$ cat config.mk
export PLATFORM = sky130hd
export DESIGN_NAME = uart_rx_core
export DESIGN_NICKNAME = d
export VERILOG_FILES = /design/src/rtl/uart_rx_core.sv
export SDC_FILE = /design/constraint.sdc
export NUM_CORES = 1
export LEC_CHECK = 0
export CAP_MARGIN = 20
export CORE_UTILIZATION = 55
export DETAILED_ROUTE_END_ITERATION = 12
export GPL_TIMING_DRIVEN = 0
export PLACE_DENSITY_LB_ADDON = 0.2
export SETUP_SLACK_MARGIN = 0.02
export SLEW_MARGIN = 0
export SYNTH_ARGS = -nofsm -noshare
export SYNTH_HDL_FRONTEND = slang
export SYNTH_SLANG_ARGS = --single-unit
$ cat constraint.sdc
create_clock -name clk -period 2.5 [get_ports clk]
set_input_delay 0.75 -clock clk [delete_from_list [all_inputs] [get_ports clk]]
set_output_delay 0.75 -clock clk [all_outputs]
set_load 0.005 [all_outputs]
$ cat src/rtl/uart_rx_core.sv
`default_nettype none
// ============================================================================
// Module : uart_rx_core
// Brief  : 8N1 UART receiver. It synchronises the pin, samples each bit at its
//          mid-point, and strobes good bytes or framing errors.
// Rev    : 1.0  initial release
// ============================================================================
module uart_rx_core #(
  parameter int CLKS_PER_BIT = 10416
) (
  input  logic       clk,
  input  logic       rstn,
  input  logic       uart_rx_pin,
  output logic [7:0] rx_data,
  output logic       rx_valid,
  output logic       rx_frame_err,
  output logic       rx_busy
);

  localparam int HALF_BIT = CLKS_PER_BIT / 2;
  localparam int CNT_W    = $clog2(CLKS_PER_BIT);
  localparam logic [CNT_W-1:0] HALF_LAST = CNT_W'(HALF_BIT - 1);
  localparam logic [CNT_W-1:0] BIT_LAST  = CNT_W'(CLKS_PER_BIT - 1);

  typedef enum logic [1:0] {
    S_IDLE  = 2'd0,
    S_START = 2'd1,
    S_DATA  = 2'd2,
    S_STOP  = 2'd3
  } state_t;

  state_t           state_q, state_d;
  logic             sync1_q, sync2_q, prev_q;
  logic [CNT_W-1:0] cnt_q, cnt_d;
  logic [2:0]       idx_q, idx_d;
  logic [7:0]       shift_q, shift_d;
  logic [7:0]       data_q, data_d;
  logic             valid_q, valid_d;
  logic             ferr_q, ferr_d;
  logic             w_fall;

  // Idle-high line: reset the flops to 1 so that leaving reset is never seen as a start edge.
  always_ff @(posedge clk or negedge rstn) begin
    if (!rstn) begin
      sync1_q <= 1'b1;
      sync2_q <= 1'b1;
      prev_q  <= 1'b1;
    end else begin
      sync1_q <= uart_rx_pin;
      sync2_q <= sync1_q;
      prev_q  <= sync2_q;
    end
  end

  assign w_fall = prev_q & ~sync2_q;

  always_ff @(posedge clk or negedge rstn) begin
    if (!rstn) begin
      state_q <= S_IDLE;
      cnt_q   <= '0;
      idx_q   <= '0;
      shift_q <= '0;
      data_q  <= '0;
      valid_q <= 1'b0;
      ferr_q  <= 1'b0;
    end else begin
      state_q <= state_d;
      cnt_q   <= cnt_d;
      idx_q   <= idx_d;
      shift_q <= shift_d;
      data_q  <= data_d;
      valid_q <= valid_d;
      ferr_q  <= ferr_d;
    end
  end

  always_comb begin
    state_d = state_q;
    cnt_d   = cnt_q + CNT_W'(1);
    idx_d   = idx_q;
    shift_d = shift_q;
    data_d  = data_q;
    valid_d = 1'b0;
    ferr_d  = 1'b0;
    case (state_q)
      S_IDLE: begin
        cnt_d = '0;
        if (w_fall) state_d = S_START;
      end
      S_START: begin
        if (cnt_q == HALF_LAST) begin
          cnt_d = '0;
          if (sync2_q) begin
            state_d = S_IDLE;
          end else begin
            state_d = S_DATA;
            idx_d   = '0;
          end
        end
      end
      S_DATA: begin
        if (cnt_q == BIT_LAST) begin
          cnt_d          = '0;
          shift_d[idx_q] = sync2_q;
          if (idx_q == 3'd7) state_d = S_STOP;
          else               idx_d   = idx_q + 3'd1;
        end
      end
      S_STOP: begin
        // Leave at the stop-bit mid-point so a start edge in its second half is caught.
        if (cnt_q == BIT_LAST) begin
          cnt_d   = '0;
          state_d = S_IDLE;
          if (sync2_q) begin
            data_d  = shift_q;
            valid_d = 1'b1;
          end else begin
            ferr_d  = 1'b1;
          end
        end
      end
      default: state_d = S_IDLE;
    endcase
  end

  assign rx_data      = data_q;
  assign rx_valid     = valid_q;
  assign rx_frame_err = ferr_q;
  assign rx_busy      = (state_q != S_IDLE);

endmodule
`default_nettype wire

* Word-level counts from Yosys, hierarchy flattened *
Index checks and enable logic that the tools add are counted.

word-level totals
  register bits = 40
  latch bits = 0
  bits in writable memories = 0
  ROM bits = 0
  output and inout bits = 11
  word-level logic and storage cells = 62
  memories kept = 0

operators by class
  $add $sub $neg = 2
  multiply operators = 0
  div/mod/pow operators = 0
  magnitude comparators = 2
  equal/unequal tests = 13
  shifts and indexed selects = 0
  mux-type cells = 24
  bitwise gates (word level) = 2
  reduce and logical (&&, ||, !) cells = 9

operators by type and width
  cell                     number
  $pmux W14 S3             1
  $mux W14                 2
  $add A14 B1 Y14 const B  1
  $eq A14 B13 Y1 const B   1
  $eq A14 B14 Y1 const B   1
  $ne A2 B2 Y1 const B     7
  $mux W2                  6
  $mux W3                  4
  $reduce_and A5 Y1        2
  $bwmux W8                1
  $pmux W2 S4              1
  $mux W1                  7
  $pmux W3 S2              1
  $eq A2 B2 Y1 const B     2
  $lt A3 B4 Y1 const B     1
  $reduce_bool A2 Y1       2
  $add A3 B1 Y3 const B    1
  $demux W1 S3             1
  $eq A3 B3 Y1 const B     1
  $ge A3 B1 Y1 const B     1
  $reduce_and A3 Y1        1
  $eq A2 B1 Y1 const B     1
  $logic_not A2 Y1         1
  $reduce_and A2 Y1        1
  4 further kinds          4

* Logic depth before layout (Yosys ltp) *
Gate-level depths: netlist of the first run.

  depth in word-level cells = 5
  mapped depth = 7

* Least setup slack after synthesis of the first run *
No wires, ideal clock.

  path kind = register to register
  start point = reg cnt_q[9]
  end point = reg shift_q[2]
  library setup time = 125 ps
  arrival time = 2,158 ps
  data required time = 2,375 ps
  path slack = 218 ps
  stages on the path, launching flop included = 5
  period minus slack after synthesis = 2,282 ps
  cells stage by stage = dfrtp_1 > or4b_1 > nor4_1 > and4_1 > mux2_2

between the ends
  word-level cells in the longest chain between the ends = 2

RTL lines
  element                      RTL line  RTL
  start, declared              34        logic [CNT_W-1:0] cnt_q, cnt_d;
  start signal, assigned       68        cnt_q <= cnt_d;
  $eq A14 B14 Y1               102       if (cnt_q == BIT_LAST) begin
  $reduce_and A2 Y1 (no line)  n/a
  end signal, assigned         70        shift_q <= shift_d;
  end, declared                36        logic [7:0] shift_q, shift_d;

No other way between the ends.
A chain may end at the register's enable or synchronous reset.

* Worst setup path in the final report of the first run *
  start point = reg cnt_q[9]
  end point = reg data_q[1], in the netlist rx_data[1]

between the ends
  word-level cells in the longest chain between the ends = 2

RTL lines
  element                      RTL line  RTL
  $eq A14 B14 Y1               111       if (cnt_q == BIT_LAST) begin
  $reduce_and A3 Y1 (no line)  n/a
  end signal, assigned         71        data_q <= data_d;
  end, declared                37        logic [7:0] data_q, data_d;

No other way between the ends.

==> summary.txt, run 1 <==
Run status
  – Status: finished clean

Timing
  – WHS: 0.363 ns
  – Slew Viols, Final: 0
  – Final setup viols: 0
  – Crit path time final: approximately 2.4 ns
  – RSZ-0062 raised after global routing: true
  – Max-Slew Margin vs Limit: 43.7%
  – Setup TNS: 0 ns
  – Final hold viol count: 0
  – Skew final: 0.00710 ns
  – Final Cycle Share: 96.1%
  – Peak Freq: 416 MHz
  – Worst slew pin tran: 0.844 ns

Routing
  – DRC errors left: 0
  – Vias: ~1300
  – DRT Pass-1 Iters: 4
  – Detail Route Antenna Nets: 0
  – 1st-iter DRT viols: 35
  – Drt wl/cell: 14.8 um
  – DR vias/cell: 5.77
  – Total Routed Length: 3.31 mm

Finish
  – Antenna diodes: 0
  – Layout cells sized above 1: 22.8%
  – Layout area overhead: 14.4%
  – FILL cells: 249
  – Fin util: 67.8%
  – Storage cell area: 1010 um^2
  – Non-Filler Cell Area, Final: about 2100 um^2
  – Area used by multi-input combinational logic: 822 um^2
  – Final net count: about 190

Pwr
  – Max VDD drop: about 0.47 mV
  – Pwr Density: 532 nW/um^2
  – Pleak: 0.905 nW
  – Total power: 0.00113 W

Hold path
  – Hold WC Path Type: flip-flop to flip-flop
  – Worst Hold Launch: sync1_q
  – Hold EP: sync2_q
  – Worst Hold Depth: 0

Floorplanning
  – DIE HEIGHT: 60.1 um
  – Die X: 60.1 um
  – Core Box Area: 3130 um^2
  – Starting Density: 59.3%
  – Die area: 3610 um^2
  – I/O Pins: 14
  – FP Rows: 20

Synthesis
  – Syn Area/Cell: 11.6 um^2
  – Ranking of synthesized cells by area: dfrtp_1 (50%), mux2_2 (10%), dfstp_2 (4.3%)
  – Mux contribution to synthesized area: 11.4%
  – Area leader, netlist: dfrtp_1
  – #FFs+latches synth: 40
  – Adder-Cell Fraction of Synth Area: 2.02%
  – Most frequent cells after synthesis: dfrtp_1 (37), nor2_1 (20), mux2_2 (17)
  – Yosys warning total: 0
  – Post-Synthesis Cell Area: 1850 um^2
  – XOR/XNOR share of the synthesized area: 5.20%
  – Most frequent cell after synthesis: dfrtp_1
  – Mapped Nets: about 170
  – Yosys cell types: 37
  – Synth Area in Compound Gates: 3.98%
  – Top-area cell type share of the netlist area: between 40 and 50%
  – Simple-gate share of the synthesized area: 21.1%
  – Seq/Total Area, Yosys: 54.2%
  – Synth Instances: 160
  – Synth async-reset ratio: 100%
  – Post-synth EDFFs: 0
  – Largest family of logic cells by synthesized area: simple AND/OR/NAND/NOR gates
  – Top FF cell, synth: dfrtp_1

Placement
  – Placed cell areas: 2030 um^2
  – Port Buffers: 13
  – DP Wirelength: about 2.4 mm
  – RePlAce Congestion: between 0.8 and 0.9

Worst setup path
  – Cells on worst reg2reg path: 5
  – Startpoint Class: flip-flop
  – CP Capture Type: flip-flop
  – Crit path max fanout: 8
  – Worst reg2reg setup slack: 0.1 ns
  – Critical Path RT: 2.74 ns
  – Crit path DAT: 2.65 ns
  – Crit-path cells: or4b_1 -> or4_4 -> buf_6 -> nor2_4 -> mux2_2
  – RR Startpoint: cnt_q[9]
  – R2R Path End: rx_data[1]
  – Worst path max stage delay: 0.57 ns
  – Crit Path Category: flip-flop to flip-flop
  – Slowest CP cell: or4b_1

GRT
  – Vias in the first global route: 1303
  – Initial antenna violation count: 0
  – GRT Residual Overflow: 0
  – Largest net degree at the start of global routing: 41
  – GRT Total Usage: 22.5%
  – First-pass GRT wire length: 5.75 mm

Clock network
  – CTS HTree Levels: 2
  – CTS tree: built
  – Worst-path clk slew: between 0.1 and 0.15 ns
  – Skew-Pair Late Insertion Delay: between 0.3 and 0.4 ns
  – Max clock buf depth: 2
  – Root buf cell: clkbuf_4
  – CTS Buf Count: 5
  – CTS Hold Bufs: 0
  – TritonCTS Sinks: 40

Flow run
  – Max_cap viols: 0
## timing repair
action / 4_1_cts / 5_1_grt
buffers inserted: 0 / 0
resized for setup: 1 / 4
setup endpoints to repair: 7 / 11
pin swaps: 0 / 1
## routing by layer
layer  global-route usage, %  share of wire [%]  vias up
met5                       0                  0        -
met2                    39.0                 55       25
met4                    9.63                2.1        0
met3                    7.14                3.2        7
met1                    25.4                 40      653
li1                        -                  -      608
## cells by family (layout without fill, tap and decap cells)
family          count (synthesis)  after routing
buf+inv                         8             28
fa+ha+maj                       3              3
xor+xnor                       11             11
flops                          40             40
mux                            19             19
compound gates                  8              8
simple gates                   71             71
## flip-flops by register name, summed over array words and instances (netlist names), named ones only
signal and cells:
cnt_q 14, rx_frame_err 1, prev_q 1, rx_data 8, idx_q 3, sync1_q 1
state_q 1, sync2_q 1, rx_valid 1, shift_q 8
## critical path: cells and delay by family, from the launching register on
kind	cells	cell delay, ns
buffers and inverters	1	0.16
DFF	1	0.46
muxes	1	0.37
and+or+nand+nor	3	1.31
## per-stage QoR
step | setup WS [ns] | instances
floorplan | 0.218 | 160
detailed placement | -0.145 | 217
global route | 0.0182 | 224
finish | 0.0965 | 224
CTS | 0.0492 | 224
global placement | -0.210 | 217
## worst max path at each step
stage	start	endpoint	slack (ns)
2_1_floorplan	cnt_q[9]	shift_q[2]	0.22
3_3_place_gp	rstn	cnt_q[11]	-0.21
3_5_place_dp	cnt_q[8]	shift_q[4]	-0.15
4_1_cts	cnt_q[8]	rx_data[5]	0.05
5_1_grt	cnt_q[9]	rx_data[1]	0.02
6_report	cnt_q[9]	rx_data[1]	0.1
## cell type report
cell class	instances	share of cell area (%)
Multi-Input combinational cell	112	38.7
Clock buffer	6	1.95
Clock inverter	2	1.65
Inverter	4	0.708
Tap cell	44	2.59
Timing Repair Buffer	13	5.90
Sequential cell	40	47.5
Buffer	3	0.943
## where the power goes
part	switching, W	total (W)	leakage, nW	internal, W
Sequential	0.00000782	0.000664	0.542	0.000656
Combinational	0.0000308	0.0000487	0.320	0.0000179
Clock	0.000207	0.000416	0.0422	0.000210
Total	0.000245	0.00113	0.905	0.000883
## layout by cell type (no fill, tap or decap), types with 2 or more instances in the layout
master,instances
dfrtp_1,34
nor2_1,20
mux2_2,17
clkdlybuf4s50_1,12
nand3_1,9
nand4_1,7
nand2_1,7
xor2_1,6
xnor2_1,5
nor3_1,5
clkbuf_4,5
inv_1,4
and4_1,3
and3_1,3
o21ai_0,3
ha_1,3
dfrtp_2,3
dfstp_2,3
nand2b_1,2
buf_2,2
or3_1,2
nor2b_1,2
clkbuf_1,2
mux2i_1,2
Note: power is estimated with default switching activity, not from simulation.
==> run 2, diff against run 1 <==
CELL_PAD_IN_SITES_DETAIL_PLACEMENT = 0   (was not set)
CELL_PAD_IN_SITES_GLOBAL_PLACEMENT = 2   (was not set)
CORE_UTILIZATION = 39   (was 55)
==> run 2 against run 1 <==
Against the previous run:
- the run now ends with DRC left
- final area is 1.7% higher
- die area is 40% higher
- first-iteration DRC count is 43% higher
- final cell count is 3.6% higher
- combinational power is 0.8% lower
- maximum frequency is 0.43% higher
- count of clock-buffer cells in the layout stayed put
- sequential cell count stayed put
- sequential share of layout area is 0.83 points lower
- routed wire length is 0.54% lower
- non-clock buffer count stayed put
- hold slack worse by 0.0058 ns
- critical endpoint is now rx_data[5]
- highest routed layer unchanged
==> summary.txt, run 2 (synthesized netlist as in run 1, its figures left out) <==
Run status
  – Status: finished with violations
  – Failing checks: DRC

Finish
  – Largest register FFs: 14 (unchanged)
  – Top reg by flops: cnt_q
  – FILL cells: 411 (+65%)
  – Final Non-Filler Cells: 232 (+3.6%)
  – Antenna diodes: 0 (unchanged)
  – Layout cells sized above 1: 21.7% (-1.1 points)
  – Most frequent cells in the layout: dfrtp_1 (35), nor2_1 (20), mux2_2 (17), clkdlybuf4s50_1 (12), nand3_1 (9)
  – Final net count: 185 (unchanged)
  – Layout area overhead: 16.3%
  – Commonest non-fill, non-tap cell in the layout: dfrtp_1

Clock network
  – CTS tree: built
  – CTS HTree Levels: 2 (unchanged)
  – Max clock buf depth: 2 (unchanged)
  – Root buf cell: clkbuf_8
  – Worst-path clk slew: 0.08 ns (-0.04 ns)
  – Post-CTS Setup Bufs: 0 (unchanged)
  – TritonCTS Sinks: 40 (unchanged)
  – Skew-Pair Late Insertion Delay: 0.29 ns (-0.06 ns)
  – CTS Buf Count: 5 (unchanged)

Worst setup path
  – Crit-path cells: or4b_1 -> or4_4 -> buf_6 -> nor2_4 -> mux2_2
  – Critical Path RT: 2.68 ns (-0.06 ns)
  – Crit path DAT: 2.57 ns (-0.08 ns)
  – Slowest CP cell: or4b_1
  – Crit Path Category: flip-flop to flip-flop
  – Crit path max fanout: 8 (unchanged)
  – CP Capture Type: flip-flop
  – Startpoint Class: flip-flop
  – Critical path origin: cnt_q[9]
  – Worst path max stage delay: 0.56 ns (about the same)
  – RR Startpoint: cnt_q[9]

Pwr
  – Switching power: 0.000255 W (+4.1%)
  – Comb pwr share: 3.9% (-0.4 points)
  – Reg power frac: 54.2% (-4.6 points)
  – Max VDD drop: 0.296 mV (-38%)
  – Pwr Density: 568 nW/um^2 (+6.8%)
  – Total power: 0.00122 W (+8.6%)
  – Pleak: 0.919 nW (+1.6%)
  – Switch share: 20.8% (-0.90 points)
  – Power share of the clock group: 41.9% (+5.0 points)
  – Pint: 0.000970 W (+9.8%)

Floorplanning
  – Die X: 71.0 um (+18%)
  – DIE HEIGHT: 71.0 um (+18%)
  – Core Box Area: 4470 um^2 (+43%)
  – Starting Density: 41.4% (-18 points)
  – Die area: 5030 um^2 (+40%)
  – FP Rows: 24 (+20%)
  – I/O Pins: 14 (unchanged)

Placement
  – DP Wirelength: 2.39 mm (-0.36%)
  – RePlAce Congestion: 0.737 (-14%)
  – Inst Count DP: 225 (+3.7%)
  – Dpl ws: -0.235 ns (-0.0894 ns)
  – Port Buffers: 13 (unchanged)

Routing
  – DRC errors left: 4 (+4)
  – Total Routed Length: 3.29 mm (-0.54%)
  – DRT Pass-1 Iters: 10 (+6)
  – Vias: 1240 (-4.1%)
  – 1st-iter DRT viols: 50 (+43%)
  – DR vias/cell: 5.34 (-7.4%)
  – Detail Route Antenna Nets: 0 (unchanged)
  – Drt wl/cell: 14.2 um (-4.0%)

GRT
  – Largest net degree at the start of global routing: 41 (unchanged)
  – Initial antenna violation count: 0 (unchanged)
  – GRT Total Usage: 15.0% (-7.6 points)
  – First-pass GRT wire length: 5.80 mm (+0.85%)
  – GRT Residual Overflow: 0 (unchanged)
  – Vias in the first global route: 1289 (-1.1%)

Timing
  – Crit path time final: 2.39 ns (-0.0104 ns)
  – Final setup viols: 0 (unchanged)
  – Peak Freq: 418 MHz (+0.43%)
  – Max-Slew Margin vs Limit: 42.6% (-1.1 points)
  – Skew final: 0.00811 ns (+0.00101 ns)
  – Worst slew pin tran: 0.861 ns (+0.0170 ns)
  – Final Cycle Share: 95.7% (-0.42 points)
  – Setup TNS: 0 ns (unchanged)
  – Worst Setup Slack, final: 0.107 ns (+0.0104 ns)
  – WHS: 0.357 ns (-0.00585 ns)
  – RSZ-0062 raised after global routing: false
  – Final hold viol count: 0 (unchanged)
  – Slew Viols, Final: 0 (unchanged)

Flow run
  – Max_cap viols: 0 (unchanged)

Hold path
  – Worst Hold Launch: sync1_q
  – Hold WC Path Type: flip-flop to flip-flop
[run 2: cell counts in the layout (fill, tap and decap cells not counted)]
Identical to the previous run, type by type.
[run 2: worst max-delay path, delay by kind of cell, from the launching register on]
| family | cells | cell delay, ns |
|---|---|---|
| simple gates | 3 | 1.31 |
| flops | 1 | 0.45 |
| mux | 1 | 0.37 |
| buf+inv | 1 | 0.15 |
[run 2: per-stage QoR]
| step | util (%) | instance area [um^2] |
|---|---|---|
| floorplan | - | 1850 |
| global placement | 45.8 | 2050 |
| detailed placement | 45.7 | 2040 |
| CTS | 48.2 | 2160 |
| global route | 48.2 | 2160 |
| finish | 48.2 | 2160 |
[run 2: power groups by stage]
stage | logic (W) | registers, W | clock network, W
after floorplan | 0.0000256 | 0.000674 | 0
after global placement | 0.0000497 | 0.000675 | 0
after detailed placement | 0.0000504 | 0.000676 | 0
after CTS | 0.0000505 | 0.000663 | 0.000529
after global routing | 0.0000556 | 0.000664 | 0.000555
final | 0.0000483 | 0.000663 | 0.000513
[run 2: path summary, 6_finish.rpt]
kind | end | cells after the start | slack, ns
max | rx_data[5] | 5 | 0.11
min | sync2_q | 0 | 0.36
max reg2reg | rx_data[5] | 5 | 0.11
min reg2reg | sync2_q | 0 | 0.36
max in group asynchronous | cnt_q[9] | 1 | 1.33
min in group asynchronous | rx_valid | 1 | 0.56
[run 2: routing by layer]
metal  GRT usage [%]  vias up  wire length (um)
met5               0        -                 0
met1            16.7      609              1430
li1                -      608                 -
met2            27.1       15              1710
met3            3.85        8                80
met4            6.22        0                73
[run 2: area by class of cell]
class                      instances  area, um^2  area share (%)
sequential                        40        1010            46.7
multi-input combinational        112         817            37.9
timing repair buffer              13         125            5.80
clock buffer                       6        72.6            3.36
tap                               52        65.1            3.02
clock inverter                     2        35.0            1.62
buffer                             3        20.0           0.928
inverter                           4        15.0           0.696
[run 2: what timing repair did]
item | 4_1_cts | 5_1_grt
pin swaps | 0 | 1
setup endpoints to repair | 6 | 12
gates resized for setup | 1 | 2
hold buffers | 0 | 0
==> run 3, diff against run 2 <==
CTS_BUF_LIST = sky130_fd_sc_hd__clkbuf_4 sky130_fd_sc_hd__clkbuf_8 sky130_fd_sc_hd__clkbuf_16   (was not set)
==> run 3 against run 2 <==
Against the previous run:
- critical path type unchanged
- highest routed layer unchanged
- first-iteration DRC count rose by 4.0%
- non-clock buffer count did not move
- largest cell class unchanged
- count of clock-buffer cells in the layout did not move
- critical endpoint unchanged
- the run still ends with DRC left
==> summary.txt, run 3 (synthesized netlist as in run 1, its figures left out) <==
Worst setup path
  – Crit Path Category: flip-flop to flip-flop
  – Critical Path RT: 2.68 ns (about the same)
  – Crit-path cells: or4b_1 -> or4_4 -> buf_6 -> nor2_4 -> mux2_2
  – CP Capture Type: flip-flop
  – Crit path max fanout: 8 (unchanged)
  – Crit path DAT: 2.57 ns (about the same)
  – Startpoint Class: flip-flop
  – Worst path max stage delay: 0.56 ns (about the same)
  – Buf+Inv Stages, Crit Path: 1 (unchanged)
  – Critical path origin: cnt_q[9]
  – Delay-heaviest family, CP: simple AND/OR/NAND/NOR gates
  – Worst reg2reg setup slack: 0.11 ns (about the same)
  – Slowest CP cell: or4b_1
  – RR Startpoint: cnt_q[9]

Hold path
  – Hold WC Path Type: flip-flop to flip-flop
  – Worst Hold Launch: sync1_q

Clock network
  – CTS Buf Count: 5 (unchanged)
  – Post-CTS Setup Bufs: 0 (unchanged)
  – Skew-Pair Late Insertion Delay: 0.29 ns (about the same)
  – TritonCTS Sinks: 40 (unchanged)
  – Root buf cell: clkbuf_8
  – CTS Hold Bufs: 0 (unchanged)
  – Worst-path clk slew: 0.08 ns (about the same)
  – CTS HTree Levels: 2 (unchanged)
  – Max clock buf depth: 2 (unchanged)
  – CTS tree: built

Finish
  – Largest register FFs: 14 (unchanged)
  – Final net count: 185 (unchanged)
  – Top reg by flops: cnt_q
  – FILL cells: 413 (+0.49%)
  – Layout cells sized above 1: 22.2% (+0.56 points)
  – Layout area overhead: 16.5%
  – Area used by multi-input combinational logic: 817 um^2 (unchanged)
  – Final Non-Filler Cells: 232 (unchanged)
  – Antenna diodes: 0 (unchanged)
  – Commonest non-fill, non-tap cell in the layout: dfrtp_1
  – Most frequent cells in the layout: dfrtp_1 (35), nor2_1 (20), mux2_2 (17), clkdlybuf4s50_1 (12), nand3_1 (9)
  – Storage cell area: 1010 um^2 (unchanged)

Floorplanning
  – Core Box Area: 4470 um^2 (unchanged)
  – Die X: 71.0 um (unchanged)
  – I/O Pins: 14 (unchanged)
  – DIE HEIGHT: 71.0 um (unchanged)
  – Die area: 5030 um^2 (unchanged)
  – Starting Density: 41.4% (unchanged)
  – FP Rows: 24 (unchanged)

Pwr
  – Total power: 0.00124 W (+0.85%)
  – Pleak: 0.922 nW (+0.37%)
  – Max VDD drop: 0.296 mV (about the same)
  – Pwr Density: 572 nW/um^2 (+0.68%)

GRT
  – First-pass GRT wire length: 5.80 mm (unchanged)
  – Vias in the first global route: 1289 (unchanged)
  – Largest net degree at the start of global routing: 41 (unchanged)
  – GRT Residual Overflow: 0 (unchanged)
  – GRT Total Usage: 15.0% (unchanged)
  – Initial antenna violation count: 0 (unchanged)

Routing
  – Drt wl/cell: 14.2 um (about the same)
  – DR vias/cell: 5.32 (-0.40%)
  – Vias: 1235 (-0.40%)
  – Detail Route Antenna Nets: 0 (unchanged)
  – 1st-iter DRT viols: 52 (+4.0%)
  – Total Routed Length: 3.29 mm (about the same)
  – DRC errors left: 4 (unchanged)
  – DRT Pass-1 Iters: 10 (unchanged)

Timing
  – Skew final: 0.00790 ns (-0.000208 ns)
  – Max-Slew Margin vs Limit: 42.5% (-0.093 points)
  – Slew Viols, Final: 0 (unchanged)
  – Worst Setup Slack, final: 0.108 ns (+0.000883 ns)
  – WHS: 0.357 ns (unchanged)
  – Peak Freq: 418 MHz (about the same)
  – Crit path time final: 2.39 ns (-0.000883 ns)
  – Final setup viols: 0 (unchanged)
  – Final Cycle Share: 95.7% (about the same)
  – RSZ-0062 raised after global routing: false
  – Worst slew pin tran: 0.863 ns (+0.00139 ns)
  – Final hold viol count: 0 (unchanged)

Placement
  – Inst Count DP: 225 (unchanged)
  – Dpl ws: -0.235 ns (unchanged)
  – RePlAce Congestion: 0.737 (unchanged)
  – Port Buffers: 13 (unchanged)
  – DP Wirelength: 2.39 mm (unchanged)

Run status
  – Failing checks: DRC
  – Status: finished with violations

Flow run
  – Max_cap viols: 0 (unchanged)
[run 3: cell types whose count changed in the layout (fill, tap and decap cells not counted)]
cell,previous run,this run
clkbuf_4,0,1
clkbuf_1,2,1
[run 3: repair_timing]
action                     in CTS  in global routing
gates cloned                    0                  0
gates resized for setup         1                  2
pin swaps                       0                  1
setup endpoints to repair       6                 12
[run 3: power breakdown]
part	total [W]	internal, W	leakage, nW	switching, W
registers	0.000663	0.000656	0.544	0.00000783
logic	0.0000483	0.0000179	0.320	0.0000304
clock network	0.000524	0.000307	0.0586	0.000217
total	0.00124	0.000981	0.922	0.000255
[run 3: metal layers]
| metal | wire length (um) | vias up | GRT usage [%] | share of wire [%] |
|---|---|---|---|---|
| met5 | 0 | - | 0 | 0 |
| met4 | 73 | 0 | 6.22 | 2.2 |
| met3 | 79 | 8 | 3.85 | 2.4 |
| met2 | 1700 | 15 | 27.1 | 52 |
| met1 | 1430 | 604 | 16.7 | 44 |
| li1 | - | 608 | - | - |
[run 3: path summary, 6_finish.rpt]
path	cells past startpoint	endpoint
hold / removal	0	sync2_q
hold reg to reg	0	sync2_q
setup reg to reg	5	rx_data[5]
setup / recovery	5	rx_data[5]
max in group asynchronous	1	cnt_q[9]
min in group asynchronous	1	rx_valid
[run 3: through the flow]
stage | utilization (%) | area (um^2) | setup TNS [ns]
global placement | 45.8 | 2050 | -9.00
floorplan | - | 1850 | 0
global route | 48.3 | 2160 | 0
finish | 48.3 | 2160 | 0
CTS | 48.3 | 2160 | 0
detailed placement | 45.7 | 2040 | -0.864
[run 3: layout make-up]
type                       instances  share of cell area, %
timing repair buffer              13                   5.79
multi-input combinational        112                   37.8
clock buffer                       6                   3.53
tap                               52                   3.01
clock inverter                     2                   1.62
inverter                           4                  0.695
buffer                             3                  0.926
sequential                        40                   46.6
